**config.mk**
```make
export PLATFORM = sky130hd
export DESIGN_NAME = adc_capture_writer_flat
export DESIGN_NICKNAME = d
export VERILOG_FILES = /design/src/rtl/adc_capture_writer_if.sv /design/src/rtl/adc_capture_writer.sv /design/src/flat_wrapper.sv
export SDC_FILE = /design/constraint.sdc
export NUM_CORES = 1
export LEC_CHECK = 0
export BUFFER_PORTS_ARGS = -buffer_cell sky130_fd_sc_hd__clkbuf_2
export CAP_MARGIN = 20
export CELL_PAD_IN_SITES_DETAIL_PLACEMENT = 0
export CELL_PAD_IN_SITES_GLOBAL_PLACEMENT = 2
export CORE_MARGIN = 2
export CORE_UTILIZATION = 25
export CTS_CLUSTER_SIZE = 12
export DETAILED_ROUTE_END_ITERATION = 10
export PLACE_DENSITY = 0.64
export REMOVE_ABC_BUFFERS = 1
export SYNTH_ARGS = -nofsm -noshare
export SYNTH_HDL_FRONTEND = slang
export SYNTH_SLANG_ARGS = --single-unit
```
**constraint.sdc**
```tcl
create_clock -name clk -period 3.2 [get_ports clk]
set_input_delay 0.32 -clock clk [delete_from_list [all_inputs] [get_ports clk]]
set_output_delay 0.32 -clock clk [all_outputs]
set_load 0.03 [all_outputs]
```
**src/rtl/adc_capture_writer_if.sv**
```systemverilog
// Host, ADC and SDRAM-side signals of the capture writer, bundled as one port.
// The slave view belongs to adc_capture_writer; the master view is the host/memory side.
// Pure wiring, no state.
interface adc_capture_writer_if;
    logic        start;
    logic        stop;
    logic [21:0] length;
    logic [15:0] adc_data;
    logic        adc_valid;
    logic        mem_req;
    logic        mem_wnr;
    logic [21:0] mem_address;
    logic [15:0] mem_data;
    logic        mem_busy;
    logic        mem_ack;
    logic        capturing;
    logic        done;
    logic        overflow;
    logic [21:0] written;

    modport slave (
        input  start, stop, length, adc_data, adc_valid, mem_busy, mem_ack,
        output mem_req, mem_wnr, mem_address, mem_data,
        output capturing, done, overflow, written
    );

    modport master (
        output start, stop, length, adc_data, adc_valid, mem_busy, mem_ack,
        input  mem_req, mem_wnr, mem_address, mem_data,
        input  capturing, done, overflow, written
    );
endinterface

```
**src/rtl/adc_capture_writer.sv**
```systemverilog
// ADC sample capture into a small FIFO, drained as single-word SDRAM writes at consecutive addresses.
// Latency: sample accepted at edge N into an empty FIFO gives mem_req after edge N+1; 3 clocks minimum per word.
// Backpressure: mem_busy/mem_ack stall the drain; samples arriving at a full FIFO are dropped and flag overflow.
// Build option ADC_WRITER_WRAP_EN: circular capture (index wraps at length, only stop ends acceptance).
module adc_capture_writer #(
    parameter int          FIFO_DEPTH_LOG2 = 3,
    parameter logic [21:0] BASE_ADDR       = 22'd0
) (
    input logic                 clk,
    input logic                 rst,
    adc_capture_writer_if.slave bus
);
    localparam int DEPTH = 1 << FIFO_DEPTH_LOG2;
    localparam logic [FIFO_DEPTH_LOG2:0] PTR_ONE = {{FIFO_DEPTH_LOG2{1'b0}}, 1'b1};

    localparam logic [1:0] S_IDLE = 2'd0;
    localparam logic [1:0] S_RUN  = 2'd1;
    localparam logic [1:0] S_REQ  = 2'd2;
    localparam logic [1:0] S_WAIT = 2'd3;

    logic [1:0]                 state;
    logic [15:0]                fifo_mem [DEPTH];
    logic [FIFO_DEPTH_LOG2:0]   wr_ptr;
    logic [FIFO_DEPTH_LOG2:0]   rd_ptr;
    logic                       fifo_empty;
    logic                       fifo_full;
    logic                       push;
    logic                       pop;
    logic [21:0]                len_q;
    logic [21:0]                index;
    logic                       capturing;
    logic                       done;
    logic                       overflow;
    logic                       mem_req;
    logic [21:0]                mem_address;
    logic [15:0]                mem_data;
    logic [21:0]                written;
`ifndef ADC_WRITER_WRAP_EN
    logic [22:0]                acc_cnt;
    logic [22:0]                acc_target;
`endif

    assign bus.mem_req     = mem_req;
    assign bus.mem_wnr     = 1'b1;
    assign bus.mem_address = mem_address;
    assign bus.mem_data    = mem_data;
    assign bus.capturing   = capturing;
    assign bus.done        = done;
    assign bus.overflow    = overflow;
    assign bus.written     = written;

    // FIFO status and the push/pop decisions; a full FIFO still accepts when it pops in the same cycle.
    always_comb begin
        fifo_empty = (wr_ptr == rd_ptr);
        fifo_full  = (wr_ptr[FIFO_DEPTH_LOG2] != rd_ptr[FIFO_DEPTH_LOG2]) &&
                     (wr_ptr[FIFO_DEPTH_LOG2-1:0] == rd_ptr[FIFO_DEPTH_LOG2-1:0]);
        pop        = (state == S_RUN) && !fifo_empty && !bus.mem_busy;
        push       = capturing && bus.adc_valid && (!fifo_full || pop);
    end

`ifndef ADC_WRITER_WRAP_EN
    // A latched length of zero stands for a full 2^22-sample capture.
    always_comb begin
        acc_target = (len_q == 22'd0) ? 23'h400000 : {1'b0, len_q};
    end
`endif

    // FIFO storage; contents need no reset because the pointers define validity.
    always_ff @(posedge clk) begin
        if (push) begin
            fifo_mem[wr_ptr[FIFO_DEPTH_LOG2-1:0]] <= bus.adc_data;
        end
    end

    // Sample acceptance, status flags and the write-request state machine.
    always_ff @(posedge clk) begin
        if (rst) begin
            state       <= S_IDLE;
            wr_ptr      <= '0;
            rd_ptr      <= '0;
            len_q       <= '0;
            index       <= '0;
            capturing   <= 1'b0;
            done        <= 1'b0;
            overflow    <= 1'b0;
            mem_req     <= 1'b0;
            mem_address <= BASE_ADDR;
            mem_data    <= '0;
            written     <= '0;
`ifndef ADC_WRITER_WRAP_EN
            acc_cnt     <= '0;
`endif
        end else begin
            if (push) begin
                wr_ptr <= wr_ptr + PTR_ONE;
`ifndef ADC_WRITER_WRAP_EN
                acc_cnt <= acc_cnt + 23'd1;
                if (acc_cnt + 23'd1 == acc_target) begin
                    capturing <= 1'b0;
                end
`endif
            end
            if (pop) begin
                rd_ptr <= rd_ptr + PTR_ONE;
            end
            if (capturing && bus.adc_valid && !push) begin
                overflow <= 1'b1;
            end
            if (bus.stop && state != S_IDLE) begin
                capturing <= 1'b0;
            end

            case (state)
                S_IDLE: begin
                    if (bus.start) begin
                        len_q     <= bus.length;
                        wr_ptr    <= '0;
                        rd_ptr    <= '0;
                        written   <= '0;
                        done      <= 1'b0;
                        overflow  <= 1'b0;
                        index     <= '0;
                        capturing <= 1'b1;
`ifndef ADC_WRITER_WRAP_EN
                        acc_cnt   <= '0;
`endif
                        state     <= S_RUN;
                    end
                end
                S_RUN: begin
                    if (pop) begin
                        mem_data    <= fifo_mem[rd_ptr[FIFO_DEPTH_LOG2-1:0]];
                        mem_address <= BASE_ADDR + index;
                        mem_req     <= 1'b1;
                        state       <= S_REQ;
                    end else if (!capturing && fifo_empty) begin
                        done  <= 1'b1;
                        state <= S_IDLE;
                    end
                end
                S_REQ: begin
                    if (bus.mem_ack) begin
                        mem_req <= 1'b0;
                        written <= written + 22'd1;
`ifdef ADC_WRITER_WRAP_EN
                        index   <= (index == len_q - 22'd1) ? 22'd0 : index + 22'd1;
`else
                        index   <= index + 22'd1;
`endif
                        state   <= S_WAIT;
                    end
                end
                default: begin
                    // Finishing here lets done rise on the edge right after the last ack.
                    if (!capturing && fifo_empty) begin
                        done  <= 1'b1;
                        state <= S_IDLE;
                    end else if (!bus.mem_busy) begin
                        state <= S_RUN;
                    end
                end
            endcase
        end
    end
endmodule

```
**src/flat_wrapper.sv**
```systemverilog
// flat-port wrapper written by rule: the top's interface ports become plain ports
module adc_capture_writer_flat 
#(
    parameter int          FIFO_DEPTH_LOG2 = 3,
    parameter logic [21:0] BASE_ADDR       = 22'd0
)
  (clk, rst, bus_start, bus_stop, bus_length, bus_adc_data, bus_adc_valid, bus_mem_busy, bus_mem_ack, bus_mem_req, bus_mem_wnr, bus_mem_address, bus_mem_data, bus_capturing, bus_done, bus_overflow, bus_written);
  adc_capture_writer_if bus_i ();
  input logic clk;
  input logic rst;
  input wire logic [$bits(bus_i.start)-1:0] bus_start;
  input wire logic [$bits(bus_i.stop)-1:0] bus_stop;
  input wire logic [$bits(bus_i.length)-1:0] bus_length;
  input wire logic [$bits(bus_i.adc_data)-1:0] bus_adc_data;
  input wire logic [$bits(bus_i.adc_valid)-1:0] bus_adc_valid;
  input wire logic [$bits(bus_i.mem_busy)-1:0] bus_mem_busy;
  input wire logic [$bits(bus_i.mem_ack)-1:0] bus_mem_ack;
  output wire logic [$bits(bus_i.mem_req)-1:0] bus_mem_req;
  output wire logic [$bits(bus_i.mem_wnr)-1:0] bus_mem_wnr;
  output wire logic [$bits(bus_i.mem_address)-1:0] bus_mem_address;
  output wire logic [$bits(bus_i.mem_data)-1:0] bus_mem_data;
  output wire logic [$bits(bus_i.capturing)-1:0] bus_capturing;
  output wire logic [$bits(bus_i.done)-1:0] bus_done;
  output wire logic [$bits(bus_i.overflow)-1:0] bus_overflow;
  output wire logic [$bits(bus_i.written)-1:0] bus_written;
  assign bus_i.start = bus_start;
  assign bus_i.stop = bus_stop;
  assign bus_i.length = bus_length;
  assign bus_i.adc_data = bus_adc_data;
  assign bus_i.adc_valid = bus_adc_valid;
  assign bus_i.mem_busy = bus_mem_busy;
  assign bus_i.mem_ack = bus_mem_ack;
  assign bus_mem_req = bus_i.mem_req;
  assign bus_mem_wnr = bus_i.mem_wnr;
  assign bus_mem_address = bus_i.mem_address;
  assign bus_mem_data = bus_i.mem_data;
  assign bus_capturing = bus_i.capturing;
  assign bus_done = bus_i.done;
  assign bus_overflow = bus_i.overflow;
  assign bus_written = bus_i.written;
  adc_capture_writer #(.FIFO_DEPTH_LOG2(FIFO_DEPTH_LOG2), .BASE_ADDR(BASE_ADDR)) u_core (.clk(clk), .rst(rst), .bus(bus_i));
endmodule
```
==> results of run 1 <==
-- cell type report --
| class | instances | area (um^2) |
|---|---|---|
| clock inverters | 15 | 220.2 |
| repair buffers | 141 | 848.3 |
| flip-flops and latches | 269 | 6668 |
| inverters | 8 | 30.03 |
| well taps | 592 | 740.7 |
| clock buffers | 47 | 960.9 |
| multi-input cells | 630 | 4312 |
| fillers | 4525 | 30440 |
-- stage by stage --
stage / area (um^2) / TNS (ns) / setup slack, ns / total power, mW
6_report: 13780 / 0 / 0.7888 / 7.991
5_1_grt: 13780 / 0 / 0.4964 / 8.327
4_1_cts: 13780 / 0 / 0.7498 / 8.160
3_5_place_dp: 12460 / 0 / 0.7689 / 4.056
3_3_place_gp: 12460 / 0 / 0.7979 / 4.054
2_1_floorplan: 10960 / -134.17 / -1.467 / 3.889
-- power by group --
part           switching [mW]  total, mW  internal, mW
Combinational           0.196      0.312         0.115
Sequential             0.0354       3.67          3.64
Clock                    1.55       4.00          2.46
Total                    1.78       7.99          6.21
-- worst max-delay path, delay by kind of cell (launching register included) --
kind | cells | cell delay [ns]
and+or+nand+nor | 3 | 0.69
DFF | 1 | 0.57
AOI/OAI and AO/OA | 1 | 0.41
buffers and inverters | 1 | 0.29
xor gates and xnor gates | 1 | 0.12
-- kinds of logic (layout without fill, tap and decap cells) --
| logic type | after synthesis | count (layout) | synth area share, % |
|---|---|---|---|
| DFF | 269 | 269 | 59.46 |
| adders and majority gates | 5 | 5 | 0.5580 |
| and+or+nand+nor | 358 | 358 | 15.41 |
| muxes | 48 | 48 | 7.857 |
| xor gates and xnor gates | 89 | 89 | 7.076 |
| other | 1 | 1 | 0.03345 |
| buffers and inverters | 65 | 211 | 2.511 |
| AOI/OAI and AO/OA | 129 | 129 | 7.087 |
-- registers in the layout, indices dropped and copies added, names as in the netlist, 2 cells and up --
signal and flops:
u_core.len_q 22, u_core.bus.mem_data 16, u_core.index 22, u_core.wr_ptr 4, u_core.state 2, u_core.acc_cnt 23
u_core.bus.mem_address 22, u_core.rd_ptr 4, u_core.bus.written 22, u_core.fifo_mem 128
-- routing by layer --
layer | vias to the layer above | GRT usage, % | part of all wire, %
met3 | 48 | 2.777 | 3.5
met4 | 2 | 3.931 | 2.1
met5 | - | 0 | 0.046
met1 | 3618 | 15.84 | 47
met2 | 97 | 20.21 | 47
li1 | 3711 | - | -
-- repair_timing --
item                      4_1_cts  5_1_grt
resized for setup               0        0
buffers inserted                0        0
hold endpoints to repair       14        0
hold buffers                   14        0
-- path summary, 6_finish.rpt --
kind | from | to | slack [ns] | depth (start not counted)
max | u_core.wr_ptr[0]$_SDFF_PP0_ | u_core.fifo_mem[3][8]$_DFFE_PP_ | 0.79 | 6
min reg2reg | u_core.bus.mem_address[3]$_SDFFE_PP0P_ | u_core.bus.mem_address[3]$_SDFFE_PP0P_ | 0.45 | 2
max reg2reg | u_core.wr_ptr[0]$_SDFF_PP0_ | u_core.fifo_mem[3][8]$_DFFE_PP_ | 0.79 | 6
min | bus_length[3] | u_core.len_q[3]$_SDFFE_PP0P_ | 0.03 | 3
-- placed cells by master (no fill, tap or decap), types with 7 or more instances in the layout --
master and n:
a211oi_1 17, a21oi_1 66, and3_1 12, and4_1 9, buf_4 17, clkbuf_1 8, clkbuf_16 35, clkbuf_2 108
dfxtp_1 140, dlygate4sd3_1 14, edfxtp_1 128, inv_1 8, mux2i_1 16, mux4_2 32, nand2_1 132, nand3_1 19
nand4_1 15, nor2_1 99, nor3_1 13, nor4_1 7, o21ai_0 19, or3_1 14, xnor2_1 49, xor2_1 39
==> impl_results.md, run 1 <==
- CTS tree: yes
- Max Buffers Root-to-Sink: 3
- Area Overhead vs Synth: 22.91%
- Final RePlAce weighted congestion: 0.7485
- Core area: 0.04422 mm^2
- Detailed Route WL: 28.19 mm
- Type of the worst setup path: reg -> reg
- Finished Layout Cells: 1702
- Avg WL per Cell: roughly 17 um
- Vias per cell: approximately 4.4
- Share of layout cells above drive strength 1: a little over a fifth
- PortBufs: between 100 and 150
- Cell variety after synth: 61
- Power Density: 579.9 mW/mm^2
- Post-Place Cells: between 1.5k and 2k
- Worst relative slew slack: 52.74%
- Num CTS Buffers: 35
- Top cells by count, synth: 141 x dfxtp_1, 132 x nand2_1, 128 x edfxtp_1
- Initial DRC Count: roughly 330
- Largest area contributor in the netlist: edfxtp_1
- Critical-path cell list: xnor2_1 > nand3_1 > o211a_1 > nand2_1 > nor3b_2 > buf_4
- First-pass GRT wire length: between 40 and 50 mm
- Final setup vio count: 0
- Top post-synthesis cells by area: edfxtp_1 34%, dfxtp_1 25%, mux4_2 6.4%
- Dpl hpwl: roughly 18 mm
- Peak supply drop: 0.3022 mV
- Antenna Nets Post-Route: 0
- Largest net degree at the start of global routing: 74
- CP Launch Type: flip-flop
- Reg clk slew, reported paths: around 0.060 ns
- GR Util All Layers: between 10% and 20%
- Hold Crit Class: in -> reg
- Synth Register Bits: 269
- Max FO, Critical Path: 16
- H-tree depth: 2
- Main synth FF type: dfxtp_1
- Area share of the largest cell type after synthesis: 34.29%
- P_leak: between 4 and 5 nW
- Utilization after layout: a little under a third
- Row cnt: 77
- Actual slew at the worst max-slew pin: just over 0.7 ns
- Status: complete, no violations
- Skew-Pair Late Insertion Delay: 0.54 ns
- Final nets: between 1k and 1.5k
- Final Hold Viols: 0
- Async set-reset flop share out of synthesis: 0%
- Vias after detailed routing: roughly 7.5k
- Post-synth EDFFs: approximately 130
- Drc violations: 0
- Pins over their slew limit: 0
- Via count of the first global-routing pass: around 7.7k
- Max Fclk: 0.4147 GHz
- Die Area: 0.04655 mm^2
- Vert. Die Dim: between 200 and 250 um
- CTS Sinks: roughly 270
- Die W: 215.8 um
- CP peak stage delay: ~0.57 ns
- Seq/Total Area, Yosys: between 50% and 60%
- Max Cap Viol: 0
- Initial antenna violation count: 1
- Hold_ws: approximately 0.033 ns
- Mapped Cells: just under 1k
- Mapped Area: between 0.01 and 0.015 mm^2
- Period utilisation layout: between 70% and 80%
- IO Pins: between 100 and 150
- Fin Clk Skew: between 0.015 and 0.02 ns
- RSZ-0062 raised after global routing: no
- Worst path required time: 3.42 ns
- Global route overflow: 0
- Syn_area_per_cell: between 10 and 15 um^2
- Iteration count of the initial detailed-routing pass: 4
- Clock root cell: clkbuf_16
- Slowest stage cell, crit path: dfxtp_1
- Critical Path AT: 2.63 ns
- Ant. Diodes: 0
- Crit end category: flip-flop
- Initial Utilization: around 25%
- Most common cell in the netlist: dfxtp_1
- Min Tclk post-route: around 2.4 ns
- Synth warnings: 0
No activity file was read; power rests on OpenSTA's default activity.
==> run 2, diff against run 1 <==
==> constraint.sdc (replaced) <==
create_clock -name clk -period 2.1 [get_ports clk]
set_input_delay 0.21 -clock clk [delete_from_list [all_inputs] [get_ports clk]]
set_output_delay 0.21 -clock clk [all_outputs]
set_load 0.03 [all_outputs]
==> impl_results.md, run 2 (same netlist as run 1, synthesis figures left out) <==
- Period utilisation layout: a little over nine tenths
- Peak supply drop: 0.6027 mV
- Largest net degree at the start of global routing: 73
- Final Hold Viols: 0
- Vias per cell: approximately 4.4
- First-pass GRT wire length: roughly 45 mm
- Min Tclk post-route: slightly above 2 ns
- H-tree depth: 1
- CTS tree: yes
- Final setup vio count: 0
- Post-Place Cells: 1681
- Avg WL per Cell: between 15 and 20 um
- Via count of the first global-routing pass: between 7k and 8k
- CP peak stage delay: 0.52 ns
- Final RePlAce weighted congestion: 0.7625
- Dpl hpwl: between 15 and 20 mm
- Power Density: between 800 and 900 mW/mm^2
- Slowest stage cell, crit path: or4_4
- Antenna Nets Post-Route: 0
- Fin Clk Skew: roughly 0.014 ns
- Vert. Die Dim: about 220 um
- Max FO, Critical Path: 4
- Commonest cells after routing, fill and taps aside: 135 x dfxtp_1, 132 x nand2_1, 128 x edfxtp_1
- Iteration count of the initial detailed-routing pass: 5
- Initial Utilization: between 20% and 30%
- RSZ-0062 raised after global routing: yes
- Global route overflow: 0
- Detailed Route WL: roughly 29 mm
- Share of layout cells above drive strength 1: between 20% and 30%
- Max Fclk: 0.4923 GHz
- Ant. Diodes: 0
- Max Buffers Root-to-Sink: 3
- Skew-Pair Late Insertion Delay: around 0.59 ns
- CP Launch Type: flip-flop
- IO Pins: 110
- Critical-path cell list: buf_4 > nand3_4 > o21a_1 > or4_4 > a2111oi_4 > o2111a_1 > a31oi_1
- Type of the worst setup path: reg -> reg
- GR Util All Layers: about an eighth
- Drc violations: 0
- Core area: around 0.044 mm^2
- PortBufs: roughly 110
- Clock root cell: clkbuf_16
- Final nets: about 1.2k
- Num CTS Buffers: 31
- Worst relative slew slack: between 60% and 70%
- Row cnt: 77
- Die W: around 220 um
- Pins over their slew limit: 0
- Hold Crit Class: in -> reg
- Most common cell after layout, fill and taps aside: dfxtp_1
- Worst path required time: around 2.6 ns
- Status: complete, no violations
- Initial antenna violation count: 0
- Max Cap Viol: 0
- Die Area: 0.04655 mm^2
- Finished Layout Cells: 1782
- Crit end category: flip-flop
- Area Overhead vs Synth: 29.53%
- CTS Sinks: 269
- Vias after detailed routing: 7816
- Reg clk slew, reported paths: approximately 0.060 ns
- Actual slew at the worst max-slew pin: around 0.52 ns
- Initial DRC Count: about 420
- P_leak: approximately 5.0 nW
- Critical Path AT: 2.50 ns
- Max reg flops: ~130
- Pwr Total: approximately 12 mW
-- run 2: layer usage --
metal	GRT usage, %	share of wire, %
met5	0	0
met3	1.959	3.6
met4	3.287	1.9
met1	16.33	47
met2	20.54	47
-- run 2: timing repair --
item | 4_1_cts | 5_1_grt
setup endpoints to repair | 63 | 85
hold buffers | 39 | 0
pin swaps | 0 | 3
resized for setup | 4 | 13
buffers inserted | 0 | 4
endpoints found under the hold margin | 151 | 0
-- run 2: path summary, 6_finish.rpt --
kind / from / endpoint / slack [ns] / depth (start not counted)
worst max-delay path: u_core.acc_cnt[0]$_SDFF_PP0_ / u_core.bus.capturing$_SDFF_PP0_ / 0.07 / 7
worst min-delay path: bus_stop / u_core.bus.capturing$_SDFF_PP0_ / 0.03 / 4
worst max register to register: u_core.acc_cnt[0]$_SDFF_PP0_ / u_core.bus.capturing$_SDFF_PP0_ / 0.07 / 7
worst min register to register: u_core.bus.mem_address[4]$_SDFFE_PP0P_ / u_core.bus.mem_address[4]$_SDFFE_PP0P_ / 0.45 / 2
-- run 2: cell type report --
class | instances | area, um^2
clock buffers | 44 | 874.6
well taps | 592 | 740.7
fillers | 4449 | 29700
flip-flops and latches | 269 | 6674
multi-input cells | 630 | 4355
inverters | 8 | 30.03
repair buffers | 225 | 1667
clock inverters | 14 | 180.2
-- run 2: worst max-delay path, delay by kind of cell (launching register included) --
family,cells,cell delay (ns)
simple gates,2,0.59
buf+inv,1,0.14
compound gates,4,0.84
flops,1,0.35
-- run 2: power breakdown --
part	leakage, nW	total [mW]	switching [mW]	internal, mW
Combinational	2.23	0.592	0.336	0.256
Clock	0.520	5.58	2.20	3.38
Sequential	2.30	5.58	0.0357	5.54
-- run 2: stage by stage --
| stage | utilization [%] | hold WS, ns | setup WS, ns | instance area [um^2] | setup TNS (ns) |
|---|---|---|---|---|---|
| finish | 32.84 | 0.03447 | 0.06868 | 14520 | 0 |
| floorplan | - | 0.2791 | -2.567 | 10960 | -363.31 |
| global placement | 29.39 | 0.4456 | -0.05743 | 13000 | -0.05743 |
| detailed placement | 29.39 | 0.4463 | -0.1297 | 13000 | -1.406 |
| CTS | 32.68 | 0.01102 | 0.01361 | 14450 | 0 |
| global route | 32.84 | 0.05124 | -0.02285 | 14520 | -0.02285 |
==> run 3, diff against run 2 <==
--- a/config.mk
+++ b/config.mk
@@ -6,14 +6,14 @@
 export NUM_CORES = 1
 export LEC_CHECK = 0
 export BUFFER_PORTS_ARGS = -buffer_cell sky130_fd_sc_hd__clkbuf_2
-export CAP_MARGIN = 20
+export CAP_MARGIN = 15
 export CELL_PAD_IN_SITES_DETAIL_PLACEMENT = 0
 export CELL_PAD_IN_SITES_GLOBAL_PLACEMENT = 2
 export CORE_MARGIN = 2
 export CORE_UTILIZATION = 25
 export CTS_CLUSTER_SIZE = 12
 export DETAILED_ROUTE_END_ITERATION = 10
-export PLACE_DENSITY = 0.64
+export PLACE_DENSITY = 0.62
 export REMOVE_ABC_BUFFERS = 1
 export SYNTH_ARGS = -nofsm -noshare
 export SYNTH_HDL_FRONTEND = slang
==> impl_results.md, run 3 (same netlist as run 1, synthesis figures left out) <==
- Status: complete, no violations
- Core area: roughly 0.044 mm^2
- Actual slew at the worst max-slew pin: ~0.54 ns
- Initial antenna violation count: 0
- Num CTS Buffers: 34
- Max reg flops: 128
- Avg WL per Cell: 15.76 um
- CP peak stage delay: roughly 0.52 ns
- Utilization after layout: about a third
- Power Density: around 830 mW/mm^2
- Post-Place Cells: between 1.5k and 2k
- Peak supply drop: between 0.5 and 0.6 mV
- Hold Crit Class: in -> reg
- Max Buffers Root-to-Sink: 3
- Most common cell after layout, fill and taps aside: dfxtp_1
- Min-Delay Path Depth: 3
- PortBufs: approximately 110
- Vias per cell: about 4.3
- Max FO, Critical Path: 5
- Global route overflow: 0
- CP Launch Type: flip-flop
- Antenna Nets Post-Route: 0
- Fin Clk Skew: approximately 0.021 ns
- Detailed Route WL: around 28 mm
- Iteration count of the initial detailed-routing pass: 4
- IO Pins: between 100 and 150
- FF+latch area: 0.006674 mm^2
- Share of layout cells above drive strength 1: a little over a quarter
- GR Util All Layers: between 10% and 20%
- P_leak: approximately 5 nW
- Final setup vio count: 0
- RSZ-0062 raised after global routing: yes
- Min Tclk post-route: a little over 2 ns
- Slowest stage cell, crit path: or4_4
- Vias after detailed routing: approximately 7.8k
- Type of the worst setup path: reg -> reg
- Die Area: about 0.047 mm^2
- Ant. Diodes: 0
- Initial DRC Count: 405
- Pins over their slew limit: 0
- Worst relative slew slack: roughly 64%
- Crit end category: flip-flop
- Area Overhead vs Synth: 30.84%
- Final RePlAce weighted congestion: 0.7584
- First-pass GRT wire length: around 45 mm
- CTS tree: yes
- Via count of the first global-routing pass: approximately 8k
- Commonest cells after routing, fill and taps aside: 135 x dfxtp_1, 131 x nand2_1, 128 x edfxtp_1
- Drc violations: 0
- Dpl hpwl: about 19 mm
- Clock root cell: clkbuf_16
- Row cnt: 77
- Period utilisation layout: between 90% and 100%
- Hold_ws: roughly 0.064 ns
- CTS Sinks: 269
- R2R depth: 7
- Critical-path cell list: buf_6 > nand3_4 > o21a_1 > or4_4 > a2111oi_4 > o2111a_1 > a31oi_1
- Reg clk slew, reported paths: about 0.060 ns
- Final nets: around 1.2k
- Die W: roughly 220 um
- Number of fillers in the final layout: 4512
- Initial Utilization: 25.35%
- Pwr Total: approximately 12 mW
- Max Fclk: 0.4931 GHz
- Vert. Die Dim: between 200 and 250 um
- Skew-Pair Late Insertion Delay: between 0.5 and 0.6 ns
- Multi-input gate area: 0.004352 mm^2
- Finished Layout Cells: ~1.8k
- Worst path required time: between 2 and 3 ns
- H-tree depth: 2
- Largest net degree at the start of global routing: between 60 and 70
- Final Hold Viols: 0
- Max Cap Viol: 0
- Critical Path AT: 2.43 ns
run 3: worst paths after layout:
path                                           startpoint                                      end  slack [ns]
setup / recovery             u_core.acc_cnt[1]$_SDFF_PP0_          u_core.bus.capturing$_SDFF_PP0_        0.07
hold / removal                              bus_adc_valid           u_core.bus.overflow$_SDFF_PP0_        0.06
setup reg to reg             u_core.acc_cnt[1]$_SDFF_PP0_          u_core.bus.capturing$_SDFF_PP0_        0.07
hold reg to reg   u_core.bus.mem_address[12]$_SDFFE_PP0P_  u_core.bus.mem_address[12]$_SDFFE_PP0P_        0.45
run 3: critical path, delay by kind of cell (launching register included):
kind	cells	cell delay, ns
AO/OA/AOI/OAI	4	0.83
AND/OR/NAND/NOR	2	0.60
flip-flops	1	0.35
buffers and inverters	1	0.11
run 3: repair_timing:
| item | in CTS | in global routing |
|---|---|---|
| setup buffers | 0 | 4 |
| hold endpoints to repair | 150 | 0 |
| cloned | 0 | 0 |
| hold buffers | 38 | 0 |
| setup endpoints to repair | 1 | 117 |
| pin swaps | 1 | 8 |
| gates resized for setup | 5 | 13 |
run 3: through the flow:
step,cell area (um^2),setup WS (ns),setup TNS (ns)
final,14670,0.07210,0
after global routing,14670,-0.02150,-0.02646
after CTS,14600,0.008167,0
after detailed placement,13020,-0.1166,-0.1166
after global placement,13020,-0.06941,-0.06941
after floorplan,10960,-2.567,-363.31
run 3: area by class of cell:
cell class	count	share of cell area (%)
timing repair buffer	231	11.53
inverter	8	0.2047
clock buffer	49	6.594
multi-input combinational	630	29.67
tap	592	5.050
clock inverter	13	1.450
sequential	269	45.50
run 3: report_power, final:
group | switching, mW | internal (mW)
combinational | 0.332 | 0.255
sequential | 0.0374 | 5.54
clock | 2.33 | 3.74
run 3: routing by layer:
| metal | wire length, um | vias to the layer above | track usage [%] |
|---|---|---|---|
| met2 | 13480 | 113 | 20.68 |
| met5 | 0 | - | 0 |
| met1 | 12980 | 3745 | 16.15 |
| li1 | - | 3899 | - |
| met4 | 570 | 0 | 3.885 |
| met3 | 1221 | 38 | 2.438 |
